<file path="config.mk">
export PLATFORM = sky130hd
export DESIGN_NAME = axi_burst_read_master
export DESIGN_NICKNAME = d
export VERILOG_FILES = /design/src/rtl/axi_rd_pkg.sv /design/src/rtl/axi_rd_skid_buf.sv /design/src/rtl/axi_burst_read_master.sv
export SDC_FILE = /design/constraint.sdc
export NUM_CORES = 1
export LEC_CHECK = 0
export ABC_AREA = 1
export CAP_MARGIN = 20
export CORE_ASPECT_RATIO = 1.1
export CORE_UTILIZATION = 35
export CTS_BUF_LIST = sky130_fd_sc_hd__clkbuf_4
export CTS_CLUSTER_DIAMETER = 40
export DETAILED_ROUTE_END_ITERATION = 7
export PLACE_DENSITY = 0.64
export SETUP_SLACK_MARGIN = 0.1
export SLEW_MARGIN = 40
export SYNTH_ARGS = -nofsm -noshare
export SYNTH_HDL_FRONTEND = slang
export SYNTH_SLANG_ARGS = --single-unit
</file>
<file path="constraint.sdc">
create_clock -name clk -period 4.7 [get_ports clk]
set_input_delay 0.47 -clock clk [delete_from_list [all_inputs] [get_ports clk]]
set_output_delay 0.47 -clock clk [all_outputs]
set_load 0.02 [all_outputs]
</file>
<file path="src/rtl/axi_rd_pkg.sv">
// Shared types and AXI constants for the burst read master.
package axi_rd_pkg;

   typedef enum logic [2:0] {
      ST_IDLE,
      ST_ADDR,
      ST_DATA,
      ST_DRAIN,
      ST_DONE
   } state_t;

   localparam logic [1:0] AXI_BURST_INCR = 2'b01;

   localparam logic [1:0] AXI_RESP_OKAY   = 2'b00;
   localparam logic [1:0] AXI_RESP_EXOKAY = 2'b01;
   localparam logic [1:0] AXI_RESP_SLVERR = 2'b10;
   localparam logic [1:0] AXI_RESP_DECERR = 2'b11;

   // Bit positions inside err_code.
   localparam int unsigned ERR_RESP    = 0;
   localparam int unsigned ERR_RLAST   = 1;
   localparam int unsigned ERR_TIMEOUT = 2;

   // AXI size encoding: log2 of bytes per beat.
   function automatic logic [2:0] axi_size(input int unsigned data_w);
      return 3'($clog2(data_w / 8));
   endfunction

endpackage

</file>
<file path="src/rtl/axi_rd_skid_buf.sv">
// Two-entry registered valid/ready buffer carrying {last, data}.
module axi_rd_skid_buf
   import axi_rd_pkg::*;
#(
   parameter int unsigned DATA_W = 32
) (
   input  logic              clk,
   input  logic              rst,
   input  logic [DATA_W-1:0] in_data,
   input  logic              in_last,
   input  logic              in_valid,
   output logic              in_ready,
   output logic [DATA_W-1:0] out_data,
   output logic              out_last,
   output logic              out_valid,
   input  logic              out_ready,
   output logic              full,
   output logic              empty
);

   logic [DATA_W:0] mem [2];
   logic            wr_ptr;
   logic            rd_ptr;
   logic [1:0]      count;
   logic            push;
   logic            pop;

   assign full      = (count == 2'd2);
   assign empty     = (count == 2'd0);
   assign in_ready  = ~full;
   assign out_valid = ~empty;
   assign push      = in_valid & ~full;
   assign pop       = out_valid & out_ready;
   assign {out_last, out_data} = mem[rd_ptr];

   // Pointer and occupancy tracking; reset flushes the buffer.
   always_ff @(posedge clk) begin
      if (rst) begin
         wr_ptr <= 1'b0;
         rd_ptr <= 1'b0;
         count  <= 2'd0;
      end else begin
         if (push) wr_ptr <= ~wr_ptr;
         if (pop)  rd_ptr <= ~rd_ptr;
         count <= count + {1'b0, push} - {1'b0, pop};
      end
   end

   // Storage; contents are don't-care while empty.
   always_ff @(posedge clk) begin
      if (push) mem[wr_ptr] <= {in_last, in_data};
   end

endmodule

</file>
<file path="src/rtl/axi_burst_read_master.sv">
// AXI4 INCR burst read master streaming beats out through a skid buffer.
module axi_burst_read_master
   import axi_rd_pkg::*;
#(
   parameter int unsigned ADDR_W  = 12,
   parameter int unsigned DATA_W  = 32,
   parameter int unsigned MAX_LEN = 16,
   parameter int unsigned TIMEOUT = 64,
   localparam int unsigned LEN_W  = $clog2(MAX_LEN + 1)
) (
   input  logic              clk,
   input  logic              rst,
   input  logic              start,
   input  logic [ADDR_W-1:0] req_addr,
   input  logic [LEN_W-1:0]  req_len,
   output logic              busy,
   output logic              done,
   output logic              err,
   output logic [2:0]        err_code,
   output logic [DATA_W-1:0] out_data,
   output logic              out_last,
   output logic              out_valid,
   input  logic              out_ready,
   output logic [ADDR_W-1:0] m_axi_araddr,
   output logic [7:0]        m_axi_arlen,
   output logic [2:0]        m_axi_arsize,
   output logic [1:0]        m_axi_arburst,
   output logic [3:0]        m_axi_arcache,
   output logic              m_axi_arlock,
   output logic [2:0]        m_axi_arprot,
   output logic              m_axi_arvalid,
   input  logic              m_axi_arready,
   input  logic [DATA_W-1:0] m_axi_rdata,
   input  logic [1:0]        m_axi_rresp,
   input  logic              m_axi_rlast,
   input  logic              m_axi_rvalid,
   output logic              m_axi_rready
);

   localparam int unsigned BYTES = DATA_W / 8;
   localparam int unsigned TMO_W = $clog2(TIMEOUT + 1);

   state_t            state, state_nxt;
   logic [ADDR_W-1:0] addr_q;
   logic [LEN_W-1:0]  len_q;
   logic [LEN_W-1:0]  beat_cnt;
   logic [TMO_W-1:0]  tmo_cnt;
   logic [2:0]        err_q;
   logic              bad_req_q;

   logic [31:0]       addr_ext;
   logic [31:0]       end_off;
   logic              req_legal;
   logic              ar_hs;
   logic              r_hs;
   logic              beat_is_final;
   logic              burst_end;
   logic              tmo_hit;
   logic              sb_full;
   logic              sb_empty;
   logic              sb_in_ready;

   // Request legality: non-zero, within MAX_LEN, and inside one 4 KB page.
   always_comb begin
      addr_ext  = 32'(req_addr);
      end_off   = {20'b0, addr_ext[11:0]} + (32'(req_len) * BYTES);
      req_legal = (req_len != '0) && (32'(req_len) <= MAX_LEN) && (end_off <= 32'd4096);
   end

   assign ar_hs         = m_axi_arvalid & m_axi_arready;
   assign r_hs          = m_axi_rvalid & m_axi_rready;
   assign beat_is_final = (beat_cnt == len_q - LEN_W'(1));
   assign burst_end     = r_hs & (m_axi_rlast | beat_is_final);
   assign tmo_hit       = ((state == ST_ADDR) || (state == ST_DATA)) &&
                          (tmo_cnt == TMO_W'(TIMEOUT - 1)) && !(ar_hs || r_hs);

   // State register.
   always_ff @(posedge clk) begin
      if (rst) state <= ST_IDLE;
      else     state <= state_nxt;
   end

   // Next-state and control outputs.
   always_comb begin
      state_nxt     = state;
      busy          = 1'b0;
      done          = 1'b0;
      m_axi_arvalid = 1'b0;
      m_axi_rready  = 1'b0;
      case (state)
         ST_IDLE: begin
            if (start) state_nxt = req_legal ? ST_ADDR : ST_DONE;
         end
         ST_ADDR: begin
            busy          = 1'b1;
            m_axi_arvalid = 1'b1;
            if (ar_hs)        state_nxt = ST_DATA;
            else if (tmo_hit) state_nxt = ST_DRAIN;
         end
         ST_DATA: begin
            busy         = 1'b1;
            m_axi_rready = sb_in_ready;
            if (burst_end || tmo_hit) state_nxt = ST_DRAIN;
         end
         ST_DRAIN: begin
            busy = 1'b1;
            if (sb_empty) state_nxt = ST_DONE;
         end
         ST_DONE: begin
            done      = 1'b1;
            state_nxt = ST_IDLE;
         end
         default: state_nxt = ST_IDLE;
      endcase
   end

   // Request capture, beat/timeout counters and sticky error bits.
   always_ff @(posedge clk) begin
      if (rst) begin
         addr_q    <= '0;
         len_q     <= '0;
         beat_cnt  <= '0;
         tmo_cnt   <= '0;
         err_q     <= '0;
         bad_req_q <= 1'b0;
      end else begin
         if ((state == ST_IDLE) && start) begin
            addr_q    <= req_addr;
            len_q     <= req_len;
            beat_cnt  <= '0;
            tmo_cnt   <= '0;
            err_q     <= '0;
            bad_req_q <= ~req_legal;
         end
         if ((state == ST_ADDR) || (state == ST_DATA)) begin
            if (ar_hs || r_hs) tmo_cnt <= '0;
            else               tmo_cnt <= tmo_cnt + TMO_W'(1);
            if (tmo_hit) err_q[ERR_TIMEOUT] <= 1'b1;
         end
         if (r_hs) begin
            beat_cnt <= beat_cnt + LEN_W'(1);
            if (m_axi_rresp != AXI_RESP_OKAY)   err_q[ERR_RESP]  <= 1'b1;
            if (m_axi_rlast != beat_is_final)   err_q[ERR_RLAST] <= 1'b1;
         end
      end
   end

   // AR channel fields are only driven while the address phase is active.
   always_comb begin
      m_axi_araddr  = '0;
      m_axi_arlen   = '0;
      m_axi_arsize  = '0;
      m_axi_arburst = '0;
      if (state == ST_ADDR) begin
         m_axi_araddr  = addr_q;
         m_axi_arlen   = 8'(len_q - LEN_W'(1));
         m_axi_arsize  = axi_size(DATA_W);
         m_axi_arburst = AXI_BURST_INCR;
      end
   end

   assign m_axi_arcache = '0;
   assign m_axi_arlock  = 1'b0;
   assign m_axi_arprot  = '0;

   assign err_code = err_q;
   assign err      = (state == ST_DONE) && (bad_req_q || (err_q != '0));

   axi_rd_skid_buf #(
      .DATA_W (DATA_W)
   ) u_skid (
      .clk       (clk),
      .rst       (rst),
      .in_data   (m_axi_rdata),
      .in_last   (m_axi_rlast | beat_is_final),
      .in_valid  (m_axi_rvalid & (state == ST_DATA)),
      .in_ready  (sb_in_ready),
      .out_data  (out_data),
      .out_last  (out_last),
      .out_valid (out_valid),
      .out_ready (out_ready),
      .full      (sb_full),
      .empty     (sb_empty)
   );

   logic unused_full;
   assign unused_full = sb_full;

endmodule

</file>
==> flow_summary.yaml <==
global_routing:
  grt_pass1_vias: 3512
  grt_max_degree: 39
  track_usage: 0.149
  grt_pass1_wl_mm: 16.6
  antenna_found_initial: 0
  grt-ovfl-total: 0
placed_design:
  dpl.hpwl_mm: 7.36
  io_buffers: 121
  dp_slack_ns: 1.88
  place.gp.congestion: 0.801
setup_path:
  cp.arrival_ns: 2.50
  r2r_slack_ns: 2.38
  rr_worst_depth: 6
  path_class: "flip-flop to output port"
  rr_endpoint: "u_skid.mem[1][13]$_DFFE_PP_"
  crit_fanout: 21
  r2r-start: "state[2]$_SDFFE_PP0P_"
  critical_path.endpoint_type: "output port"
  required_ns: 4.23
  startpoint_type: "flip-flop"
layout:
  drive_gt1_frac: 0.130
  diodes: 0
  nets: 636
  area_growth_pct: 31.2
  final_core_util: 0.474
  fill_cells: 1266
detailed_routing:
  wirelength_mm: 10.3
  num_vias: 3497
  ant_nets: 0
  dr.pass1.iters: 4
  vias_per_cell: 4.63
  avgRoutedWirePerCell_um: 13.6
  drt_first_iter_violations: 143
  remaining_drc_errors: 0
pwr:
  netSwitchingFraction: 0.376
  total_power_mw: 2.80
  ir_worst_vdd_uv: 219
  p_sw_mw: 1.05
  p_leak_nw: 2.29
  seqPwrFrac: 0.422
  p_clk_frac: 0.160
  powerDensity_mw_per_mm2: 446
  p_int_mw: 1.75
  power_frac_comb: 0.418
clock_tree:
  cts_tree: "built"
  cts-htree-levels: 3
  clockBufferDepth: 2
  clk_pin_slew_ns: 0.15
  cts_made_buffers: 9
  insertion_delay_ns: 0.46
  post_cts_buffers: 0
  root_buffer: "clkbuf_4"
  cts_hold_buffers: 0
  cts_resized: 0
  cts_num_sinks: 107
sta:
  finClkSkew_ns: 0.0203
  fin_ws_ns: 1.73
  post-route-period-util: 0.632
  fmax_mhz: 336
  worst_slew_pin_slew_ns: 0.745
  setup_viol: 0
  slew_headroom: 0.502
  rsz0062_at_grt: "no"
  setup_tns_ns: 0
  maxSlewViolCount: 0
  hold_viol_final: 0
  fin_crit_ns: 2.97
die:
  dieArea_mm2: 0.0142
  rows: 44
  io_pins: 133
  initial_utilization: 0.361
  core_mm2: 0.0133
  die_h_um: 125
  die_w_um: 114
min_path:
  holdPathStages: 2
  whs_endpoint: "addr_q[0]$_SDFFE_PP0P_"
  worstHoldStart: "addr_q[0]$_SDFFE_PP0P_"
  hold_path_class: "flip-flop to flip-flop"
synth:
  async_flop_share: 0
  syn_inst: 450
  synth_edf_count: 66
  synth-seq-area-share: 0.584
  avgSynthCellArea_um2: 10.7
  syn-cell-area_mm2: 0.00480
  yosys_warnings: 0
  synth-main-ff-cell: "edfxtp_1"
  synth.distinct_cells: 36
  ys_ff_latch: 107
job:
  cap_violations: 0
outcome:
  status: "complete, no violations"
critical path: stages (launching register included):
cell             delay [ns]
dfxtp_1                0.72
buf_4                  0.40
mux2_2                 0.37
clkdlybuf4s50_1        0.55
Yosys cell counts (all sizes together), types with 2 or more instances:
cell type,number,area (um^2)
a21oi,40,204
buf,20,149
clkbuf,10,37.5
dfxtp,41,821
edfxtp,66,1980
ha,11,138
inv,53,199
mux2,33,372
nand2,53,209
nand3,18,105
nor2,47,194
nor3,6,41.3
nor4,3,18.8
o21ai,27,135
or2,2,12.5
xnor2,6,52.6
xor2,6,52.6
per-layer routing:
metal | GRT usage | up-vias | wire length (um) | part of all wire
met5 | 0 | - | 0 | 0
li1 | - | 1723 | - | -
met3 | 0.0443 | 11 | 885 | 0.086
met2 | 0.249 | 125 | 4660 | 0.45
met1 | 0.180 | 1638 | 4590 | 0.45
met4 | 0.0511 | 0 | 134 | 0.013
placed cells by master (no fill, tap or decap), drive strengths merged:
| cell | Yosys | layout |
|---|---|---|
| clkdlybuf4s50 | 0 | 121 |
| edfxtp | 66 | 66 |
| inv | 53 | 58 |
| nand2 | 53 | 53 |
| nor2 | 47 | 47 |
| dfxtp | 41 | 41 |
| a21oi | 40 | 40 |
| mux2 | 33 | 33 |
| o21ai | 27 | 27 |
| nand3 | 18 | 18 |
| ha | 11 | 11 |
| conb | 1 | 11 |
| clkbuf | 10 | 10 |
| xor2 | 6 | 6 |
| xnor2 | 6 | 6 |
| nor3 | 6 | 6 |
| buf | 20 | 4 |
| nor4 | 3 | 3 |
| or2 | 2 | 2 |
| nand4 | 1 | 1 |
| o22ai | 1 | 1 |
| nand3b | 1 | 1 |
| a221oi | 1 | 1 |
| a21boi | 1 | 1 |
| o21bai | 1 | 1 |
| fa | 1 | 1 |
| clkinvlp | 0 | 1 |
worst max path at each step:
| stage | from | to | slack (ns) | depth (start not counted) |
|---|---|---|---|---|
| 3_3_place_gp | m_axi_rvalid | u_skid.mem[1][21]$_DFFE_PP_ | 1.73 | 5 |
| 3_5_place_dp | m_axi_rvalid | u_skid.mem[1][18]$_DFFE_PP_ | 1.88 | 6 |
| 4_1_cts | flip-flop | out_data[26] | 1.65 | 3 |
| 5_1_grt | flip-flop | out_data[26] | 1.55 | 3 |
| 2_1_floorplan | m_axi_rvalid | u_skid.mem[1][0]$_DFFE_PP_ | 1.94 | 4 |
| 6_report | flip-flop | out_data[26] | 1.73 | 3 |
cell families (layout without fill, tap and decap cells):
| group | after synthesis | in the layout | share of synthesized area |
|---|---|---|---|
| AND/OR/NAND/NOR | 131 | 131 | 0.124 |
| flip-flops | 107 | 107 | 0.584 |
| buffers and inverters | 83 | 194 | 0.0804 |
| AO/OA/AOI/OAI | 71 | 71 | 0.0783 |
| multiplexers | 33 | 33 | 0.0775 |
| adder cells (fa/ha/maj) | 12 | 12 | 0.0329 |
| XOR/XNOR | 12 | 12 | 0.0219 |
| other | 1 | 11 | 0.000782 |
stage by stage:
| stage | hold WS [ns] | cells | area (um^2) |
|---|---|---|---|
| 3_5_place_dp | 0.443 | 739 | 6160 |
| 4_1_cts | 0.466 | 755 | 6290 |
| 5_1_grt | 0.485 | 755 | 6290 |
| 6_report | 0.466 | 755 | 6290 |
| 3_3_place_gp | 0.438 | 737 | 6120 |
| 2_1_floorplan | 0.426 | 460 | 4830 |
power by group through the flow:
stage	combinational [mW]	clock (mW)	sequential, mW
3_5_place_dp	1.18	0	1.20
4_1_cts	1.19	0.471	1.18
2_1_floorplan	0.778	0	1.18
3_3_place_gp	1.15	0	1.20
6_report	1.17	0.449	1.18
5_1_grt	1.28	0.511	1.20
registers in the layout, summed over array words and instances, names as in the netlist, named ones only:
name,count
err_code,3
u_skid.wr_ptr,1
bad_req_q,1
len_q,5
beat_cnt,5
tmo_cnt,7
addr_q,12
u_skid.mem,66
state,3
u_skid.count,2
u_skid.rd_ptr,1
cell type report:
| cell class | instances | area (um^2) | share of cell area |
|---|---|---|---|
| clock buffers | 10 | 75.1 | 0.0119 |
| clock inverters | 6 | 53.8 | 0.00855 |
| well taps | 184 | 230 | 0.0366 |
| inverters | 53 | 199 | 0.0316 |
| repair buffers | 125 | 1270 | 0.202 |
| multi-input cells | 270 | 1660 | 0.264 |
| flip-flops and latches | 107 | 2800 | 0.446 |
(Power assumes the default switching activity.)
